--- config.mk ---
export PLATFORM = sky130hd
export DESIGN_NAME = cr_kme_kop_kdf_upsizer_flat
export DESIGN_NICKNAME = d
export VERILOG_FILES = /design/src/rtl/cr_kme_kop_kdf_upsizer_pkg.sv /design/src/rtl/cr_kme_kop_kdf_upsizer_if.sv /design/src/rtl/cr_kme_kop_kdf_upsizer_fifo.sv /design/src/rtl/cr_kme_kop_kdf_upsizer.sv /design/src/flat_wrapper.sv
export SDC_FILE = /design/constraint.sdc
export NUM_CORES = 1
export LEC_CHECK = 0
export ABC_AREA = 1
export BUFFER_PORTS_ARGS = -buffer_cell sky130_fd_sc_hd__buf_2
export CAP_MARGIN = 20
export CORE_MARGIN = 3
export CORE_UTILIZATION = 45
export CTS_CLUSTER_DIAMETER = 150
export DETAILED_ROUTE_END_ITERATION = 16
export GPL_TIMING_DRIVEN = 1
export PLACE_DENSITY = 0.76
export SKIP_CTS_REPAIR_TIMING = 1
export SYNTH_ARGS = -nofsm -noshare
export SYNTH_HDL_FRONTEND = slang
export SYNTH_HIERARCHICAL = 1
export SYNTH_SLANG_ARGS = --single-unit
--- constraint.sdc ---
create_clock -name clk -period 19.9 [get_ports clk]
set_input_delay 2.985 -clock clk [delete_from_list [all_inputs] [get_ports clk]]
set_output_delay 2.985 -clock clk [all_outputs]
set_load 0.02 [all_outputs]
--- src/rtl/cr_kme_kop_kdf_upsizer_pkg.sv ---
// Shared KDF key-path constants: word/beat widths and key-record framing.
package cr_kme_kop_kdf_upsizer_pkg;

    localparam int KDF_WORD_W          = 64;
    localparam int KDF_BEAT_W          = 2 * KDF_WORD_W;
    localparam int KDF_BEATS_PER_FRAME = 6;
    localparam int KDF_FIFO_DEPTH      = 3;
    localparam int KDF_KEY_RECORD_BYTES = KDF_BEATS_PER_FRAME * KDF_BEAT_W / 8;

    typedef struct packed {
        logic                  last;
        logic [KDF_BEAT_W-1:0] data;
    } kdf_beat_t;

endpackage

--- src/rtl/cr_kme_kop_kdf_upsizer_if.sv ---
// Key-word input stream and 128-bit beat output stream of the KDF upsizer.
interface cr_kme_kop_kdf_upsizer_if;
    import cr_kme_kop_kdf_upsizer_pkg::*;

    logic [KDF_WORD_W-1:0] kdf_up_data;
    logic                  kdf_up_valid;
    logic                  kdf_up_last;
    logic                  up_kdf_stall;
    logic [KDF_BEAT_W-1:0] up_out_data;
    logic                  up_out_valid;
    logic                  up_out_last;
    logic                  up_out_ack;
    logic                  up_frame_err;

    modport slave (
        input  kdf_up_data, kdf_up_valid, kdf_up_last, up_out_ack,
        output up_kdf_stall, up_out_data, up_out_valid, up_out_last, up_frame_err
    );

    modport master (
        output kdf_up_data, kdf_up_valid, kdf_up_last, up_out_ack,
        input  up_kdf_stall, up_out_data, up_out_valid, up_out_last, up_frame_err
    );

endinterface

--- src/rtl/cr_kme_kop_kdf_upsizer_fifo.sv ---
// Small circular FIFO; head read straight from storage, zero while empty.
module cr_kme_fifo #(
    parameter int DATA_SIZE  = 129,
    parameter int FIFO_DEPTH = 3
) (
    input  logic                 clk,
    input  logic                 rst_n,
    input  logic [DATA_SIZE-1:0] fifo_in,
    input  logic                 fifo_in_valid,
    output logic                 fifo_in_stall,
    input  logic                 fifo_in_stall_override,
    output logic [DATA_SIZE-1:0] fifo_out,
    output logic                 fifo_out_valid,
    input  logic                 fifo_out_ack,
    output logic                 fifo_overflow,
    output logic                 fifo_underflow
);

    localparam int PTR_W = (FIFO_DEPTH > 1) ? $clog2(FIFO_DEPTH) : 1;
    localparam int CNT_W = $clog2(FIFO_DEPTH + 1);

    logic [DATA_SIZE-1:0] mem_q [FIFO_DEPTH];
    logic [PTR_W-1:0]     wr_ptr_q, wr_ptr_d, rd_ptr_q, rd_ptr_d;
    logic [CNT_W-1:0]     cnt_q, cnt_d;
    logic                 full, empty, push, pop;

    function automatic logic [PTR_W-1:0] ptr_inc(input logic [PTR_W-1:0] p);
        return (p == PTR_W'(FIFO_DEPTH - 1)) ? '0 : p + 1'b1;
    endfunction

    assign full  = (cnt_q == CNT_W'(FIFO_DEPTH));
    assign empty = (cnt_q == '0);

    // Fullness is taken from the registered count, so a pop only frees a slot next cycle.
    assign fifo_in_stall  = full || fifo_in_stall_override;
    assign push           = fifo_in_valid && !fifo_in_stall;
    assign pop            = fifo_out_ack && !empty;
    assign fifo_overflow  = fifo_in_valid && fifo_in_stall;
    assign fifo_underflow = fifo_out_ack && empty;

    assign fifo_out_valid = !empty;
    assign fifo_out       = empty ? '0 : mem_q[rd_ptr_q];

    always_comb begin
        wr_ptr_d = push ? ptr_inc(wr_ptr_q) : wr_ptr_q;
        rd_ptr_d = pop  ? ptr_inc(rd_ptr_q) : rd_ptr_q;
        cnt_d    = cnt_q;
        if (push && !pop)      cnt_d = cnt_q + 1'b1;
        else if (pop && !push) cnt_d = cnt_q - 1'b1;
    end

    always_ff @(posedge clk) begin
        if (push) mem_q[wr_ptr_q] <= fifo_in;
    end

    always_ff @(posedge clk or negedge rst_n) begin
        if (!rst_n) begin
            wr_ptr_q <= '0;
            rd_ptr_q <= '0;
            cnt_q    <= '0;
        end else begin
            wr_ptr_q <= wr_ptr_d;
            rd_ptr_q <= rd_ptr_d;
            cnt_q    <= cnt_d;
        end
    end

endmodule

--- src/rtl/cr_kme_kop_kdf_upsizer.sv ---
// Packs 64-bit KDF key words into 128-bit beats, tags frame ends, flags bad framing.
module cr_kme_kop_kdf_upsizer
    import cr_kme_kop_kdf_upsizer_pkg::*;
#(
    parameter int BEATS_PER_FRAME = KDF_BEATS_PER_FRAME,
    parameter int FIFO_DEPTH      = KDF_FIFO_DEPTH
) (
    input  logic                      clk,
    input  logic                      rst_n,
    cr_kme_kop_kdf_upsizer_if.slave   up_if
);

    localparam int CNT_W = (BEATS_PER_FRAME > 1) ? $clog2(BEATS_PER_FRAME) : 1;
    localparam logic [CNT_W-1:0] CNT_LAST = CNT_W'(BEATS_PER_FRAME - 1);

    logic [KDF_WORD_W-1:0] hi_q, hi_d;
    logic                  half_full_q, half_full_d;
    logic [CNT_W-1:0]      beat_cnt_q, beat_cnt_d;
    logic                  frame_err_q, frame_err_d;

    logic      push_req, accept, push, fifo_stall;
    kdf_beat_t push_beat, head_beat;

    // A word that would not push never needs FIFO space, so it is never stalled.
    assign push_req           = half_full_q || up_if.kdf_up_last;
    assign up_if.up_kdf_stall = fifo_stall && push_req;
    assign accept             = up_if.kdf_up_valid && !up_if.up_kdf_stall;
    assign push               = accept && push_req;

    always_comb begin
        push_beat.last = up_if.kdf_up_last;
        push_beat.data = half_full_q ? {hi_q, up_if.kdf_up_data}
                                     : {up_if.kdf_up_data, {KDF_WORD_W{1'b0}}};
    end

    always_comb begin
        hi_d        = hi_q;
        half_full_d = half_full_q;
        beat_cnt_d  = beat_cnt_q;
        frame_err_d = 1'b0;
        if (accept) begin
            if (half_full_q) begin
                half_full_d = 1'b0;
            end else if (!up_if.kdf_up_last) begin
                hi_d        = up_if.kdf_up_data;
                half_full_d = 1'b1;
            end
        end
        if (push) begin
            beat_cnt_d  = (up_if.kdf_up_last || beat_cnt_q == CNT_LAST) ? '0 : beat_cnt_q + 1'b1;
            frame_err_d = up_if.kdf_up_last ? (beat_cnt_q != CNT_LAST) : (beat_cnt_q == CNT_LAST);
        end
    end

    always_ff @(posedge clk or negedge rst_n) begin
        if (!rst_n) begin
            hi_q        <= '0;
            half_full_q <= 1'b0;
            beat_cnt_q  <= '0;
            frame_err_q <= 1'b0;
        end else begin
            hi_q        <= hi_d;
            half_full_q <= half_full_d;
            beat_cnt_q  <= beat_cnt_d;
            frame_err_q <= frame_err_d;
        end
    end

    assign up_if.up_frame_err = frame_err_q;

    cr_kme_fifo #(
        .DATA_SIZE  ($bits(kdf_beat_t)),
        .FIFO_DEPTH (FIFO_DEPTH)
    ) u_fifo (
        .clk                    (clk),
        .rst_n                  (rst_n),
        .fifo_in                (push_beat),
        .fifo_in_valid          (push),
        .fifo_in_stall          (fifo_stall),
        .fifo_in_stall_override (1'b0),
        .fifo_out               (head_beat),
        .fifo_out_valid         (up_if.up_out_valid),
        .fifo_out_ack           (up_if.up_out_ack),
        .fifo_overflow          (),
        .fifo_underflow         ()
    );

    assign up_if.up_out_data = head_beat.data;
    assign up_if.up_out_last = head_beat.last;

endmodule

--- src/flat_wrapper.sv ---
// flat-port wrapper written by rule: the top's interface ports become plain ports
module cr_kme_kop_kdf_upsizer_flat import cr_kme_kop_kdf_upsizer_pkg::*;
#(
    parameter int BEATS_PER_FRAME = KDF_BEATS_PER_FRAME,
    parameter int FIFO_DEPTH      = KDF_FIFO_DEPTH
)
  (clk, rst_n, up_if_kdf_up_data, up_if_kdf_up_valid, up_if_kdf_up_last, up_if_up_out_ack, up_if_up_kdf_stall, up_if_up_out_data, up_if_up_out_valid, up_if_up_out_last, up_if_up_frame_err);
  cr_kme_kop_kdf_upsizer_if up_if_i ();
  input  logic clk;
  input  logic rst_n;
  input wire logic [$bits(up_if_i.kdf_up_data)-1:0] up_if_kdf_up_data;
  input wire logic [$bits(up_if_i.kdf_up_valid)-1:0] up_if_kdf_up_valid;
  input wire logic [$bits(up_if_i.kdf_up_last)-1:0] up_if_kdf_up_last;
  input wire logic [$bits(up_if_i.up_out_ack)-1:0] up_if_up_out_ack;
  output wire logic [$bits(up_if_i.up_kdf_stall)-1:0] up_if_up_kdf_stall;
  output wire logic [$bits(up_if_i.up_out_data)-1:0] up_if_up_out_data;
  output wire logic [$bits(up_if_i.up_out_valid)-1:0] up_if_up_out_valid;
  output wire logic [$bits(up_if_i.up_out_last)-1:0] up_if_up_out_last;
  output wire logic [$bits(up_if_i.up_frame_err)-1:0] up_if_up_frame_err;
  assign up_if_i.kdf_up_data = up_if_kdf_up_data;
  assign up_if_i.kdf_up_valid = up_if_kdf_up_valid;
  assign up_if_i.kdf_up_last = up_if_kdf_up_last;
  assign up_if_i.up_out_ack = up_if_up_out_ack;
  assign up_if_up_kdf_stall = up_if_i.up_kdf_stall;
  assign up_if_up_out_data = up_if_i.up_out_data;
  assign up_if_up_out_valid = up_if_i.up_out_valid;
  assign up_if_up_out_last = up_if_i.up_out_last;
  assign up_if_up_frame_err = up_if_i.up_frame_err;
  cr_kme_kop_kdf_upsizer #(.BEATS_PER_FRAME(BEATS_PER_FRAME), .FIFO_DEPTH(FIFO_DEPTH)) u_core (.clk(clk), .rst_n(rst_n), .up_if(up_if_i));
endmodule
==> results.txt <==
----------------------------------------------------
[Power and ir drop]
  Cell leakage power ... 10.2 nW
  IR Drop Worst-Case VDD ... 0.0963 mV
  Total Power ... 3.34 mW
  Power density over cell area ... 149 nW/um^2

[Timing]
  Max_slew headroom ... 26.4%
  Setup slack after layout ... 13.14 ns
  Final-report max-slew violation count ... 0
  Fmax ... 148 MHz
  Final number of setup-violating endpoints ... 0
  Final hold violation count ... 0
  Unrepaired setup endpoints after global routing ... false
  Final Hold Slack ... 0.482 ns
  Time the worst path needs with I/O delays and setup ... 6.76 ns
  Clock Skew ... 0.0115 ns
  Share of the cycle needed by the critical path after routing ... 34.0%
  Actual transition at the worst max-transition pin ... 1.10 ns
  Setup tns final ... 0 ns

[GRT]
  First-pass GRT wire length ... 71.8 mm
  Number of global-route vias before repair ... 13558
  Global Route met2 Usage ... 32.6%
  Pin count of the biggest net entering global routing ... 90
  Antenna violations before repair ... 2
  Leftover overflow at the end of global routing ... 0
  Grt met3 use ... 3.73%
  Routing usage on met1 ... 25.4%
  GRT Resource Usage Total ... 19.3%
  Layer with the highest usage after global routing ... met2

[CTS]
  Clock tree from TritonCTS ... built
  Htree depth ... 2
  Max Buffers Root-to-Sink ... 3
  Clock Pin Slew Worst Setup and Hold Paths ... 0.06 ns
  Worst-skew pair later-pin latency ... 0.55 ns
  Buffer cell driving the clock tree root ... sky130_fd_sc_hd__clkbuf_16
  Num CTS Buffers ... 46
  Clock sink count ... 462

[Layout]
  Post-route cell area ... 22400 um^2
  Fraction of final layout cells sized beyond drive strength 1 ... 14.5%
  Utilization of the core after routing ... 52.7%
  Final net count ... 2096
  Final std cells w/o fill ... 2640
  Fill count ... 3637
  Synth-to-Final Area Change ... 14.2%

[Hold path]
  Hold path startpoint ... u_core/hi_q[36]
  Class of the tightest hold or removal check ... flip-flop to flip-flop

[Drt]
  Detailed Route WL ... 45.2 mm
  Remaining routing DRC violations ... 0
  Final routed wire length divided by cell count ... 17.1 um
  Length of the first detailed-routing pass in iterations ... 5
  Antenna Nets Post-Route ... 0
  Per-cell via count in the routed design ... 5.09
  Initial DRC Count ... 1109
  Via count of the routed design ... 13439

[Critical path]
  Worst EP required ... 16.91 ns
  Crit end category ... output port
  Reg-to-Reg Start ... u_core/half_full_q
  Worst-path maximum fanout ... 5
  Sort of element at the start of the critical path ... primary input
  Signal arrival time at the worst endpoint ... 3.78 ns
  Worst path max stage delay ... 0.32 ns
  List of cells traversed by the critical path ... buf_2 -> nor2_4 -> nor2_1 -> buf_2
  Buf/Inv on CP ... 2
  Setup slack on the worst flop-to-flop path ... 16.56 ns
  Cell with the most instances on the worst path ... sky130_fd_sc_hd__buf_2
  Crit-path slowest cell ... sky130_fd_sc_hd__nor2_1
  Crit path from ... up_if_kdf_up_last
  Type of the worst setup path ... primary input to output port
  Critical path's top delay family ... buffers and inverters

[Logic synthesis]
  Net Count, Synth ... 1937
  Mean cell area of the mapped netlist ... 10.5 um^2
  Yosys synthesis warning count ... 6
  Synth Instances ... 1864
  Netlist area before placement ... 19600 um^2

[Floorplanning]
  Initial Util ... 46.1%
  Die area ... 46100 um^2
  Area of the core ... 42500 um^2
  I/O pin cnt ... 201
  Floorplan die height ... 215 um
  Cell Rows ... 75
  DIE WIDTH ... 215 um

[Flow run]
  Max-capacitance violation count ... 0

[Placement]
  Estimated wirelength of the detail-placed design ... 24.4 mm
  Placed cells ... 2550
  Placed Area ... 20800 um^2
  Final estimated routing congestion in global placement ... 0.733
  Number of port buffers ... 200
  Setup WS pre-CTS ... 13.16 ns

[Status]
  Result of the run ... completed

----------------------------------------------------
## tightest hold or removal path: cells and delay by family (launching register included)
kind,cells,cell delay [ns]
compound gates,1,0.06
flops,1,0.34
simple gates,1,0.05
## power by group
part           leakage [nW]  internal, mW  total [mW]  switching (mW)
Combinational          5.01         0.332        1.18           0.851
Sequential             4.46          1.21        1.30          0.0935
Clock                 0.739         0.508       0.858           0.350
## path summary, 6_finish.rpt
check | end | cells after the start
hold reg to reg | u_core/hi_q[36] | 2
min in group asynchronous | u_core/hi_q[21] | 1
setup / recovery | up_if_up_kdf_stall | 4
max in group asynchronous | u_core/u_fifo/rd_ptr_q[1] | 2
hold / removal | u_core/hi_q[36] | 2
setup reg to reg | u_core/u_fifo/mem_q[2][111] | 5
## state kept, by name (all words and copies together) (netlist names)
signal	flops
u_core/u_fifo/wr_ptr_q	2
u_core/up_if.up_frame_err	1
u_core/u_fifo/cnt_q	2
u_core/u_fifo/rd_ptr_q	2
u_core/half_full_q	1
u_core/beat_cnt_q	3
u_core/u_fifo/mem_q	387
u_core/hi_q	64
## area by class of cell
type | count | area, um^2 | share of cell area, %
clock buffer | 68 | 1350 | 6.02
clock inverter | 18 | 169 | 0.755
timing repair buffer | 218 | 1180 | 5.27
sequential | 462 | 13500 | 60.3
antenna | 2 | 5.00 | 0.0224
inverter | 272 | 1020 | 4.57
tap | 577 | 722 | 3.23
multi-input combinational | 1023 | 4430 | 19.8
## metal layers
| layer | up-vias | share of wire (%) |
|---|---|---|
| met5 | - | 0.015 |
| met4 | 2 | 1.9 |
| met3 | 59 | 7.2 |
| met2 | 528 | 49 |
| met1 | 6463 | 42 |
| li1 | 6387 | - |
## cells in the final DEF (no fill, tap or decap), drive strengths merged
| master | instances |
|---|---|
| nand2 | 609 |
| edfxtp | 387 |
| inv | 272 |
| nand3 | 262 |
| buf | 218 |
| o21ai | 132 |
| dfrtp | 75 |
| clkbuf | 68 |
| clkinv | 12 |
| nor2 | 10 |
| ha | 4 |
| clkinvlp | 3 |
| bufinv | 3 |
| diode | 2 |
| nor3 | 2 |
| conb | 1 |
| or2 | 1 |
| xnor2 | 1 |
| nand4 | 1 |
Note: power is estimated with default switching activity, not from simulation.
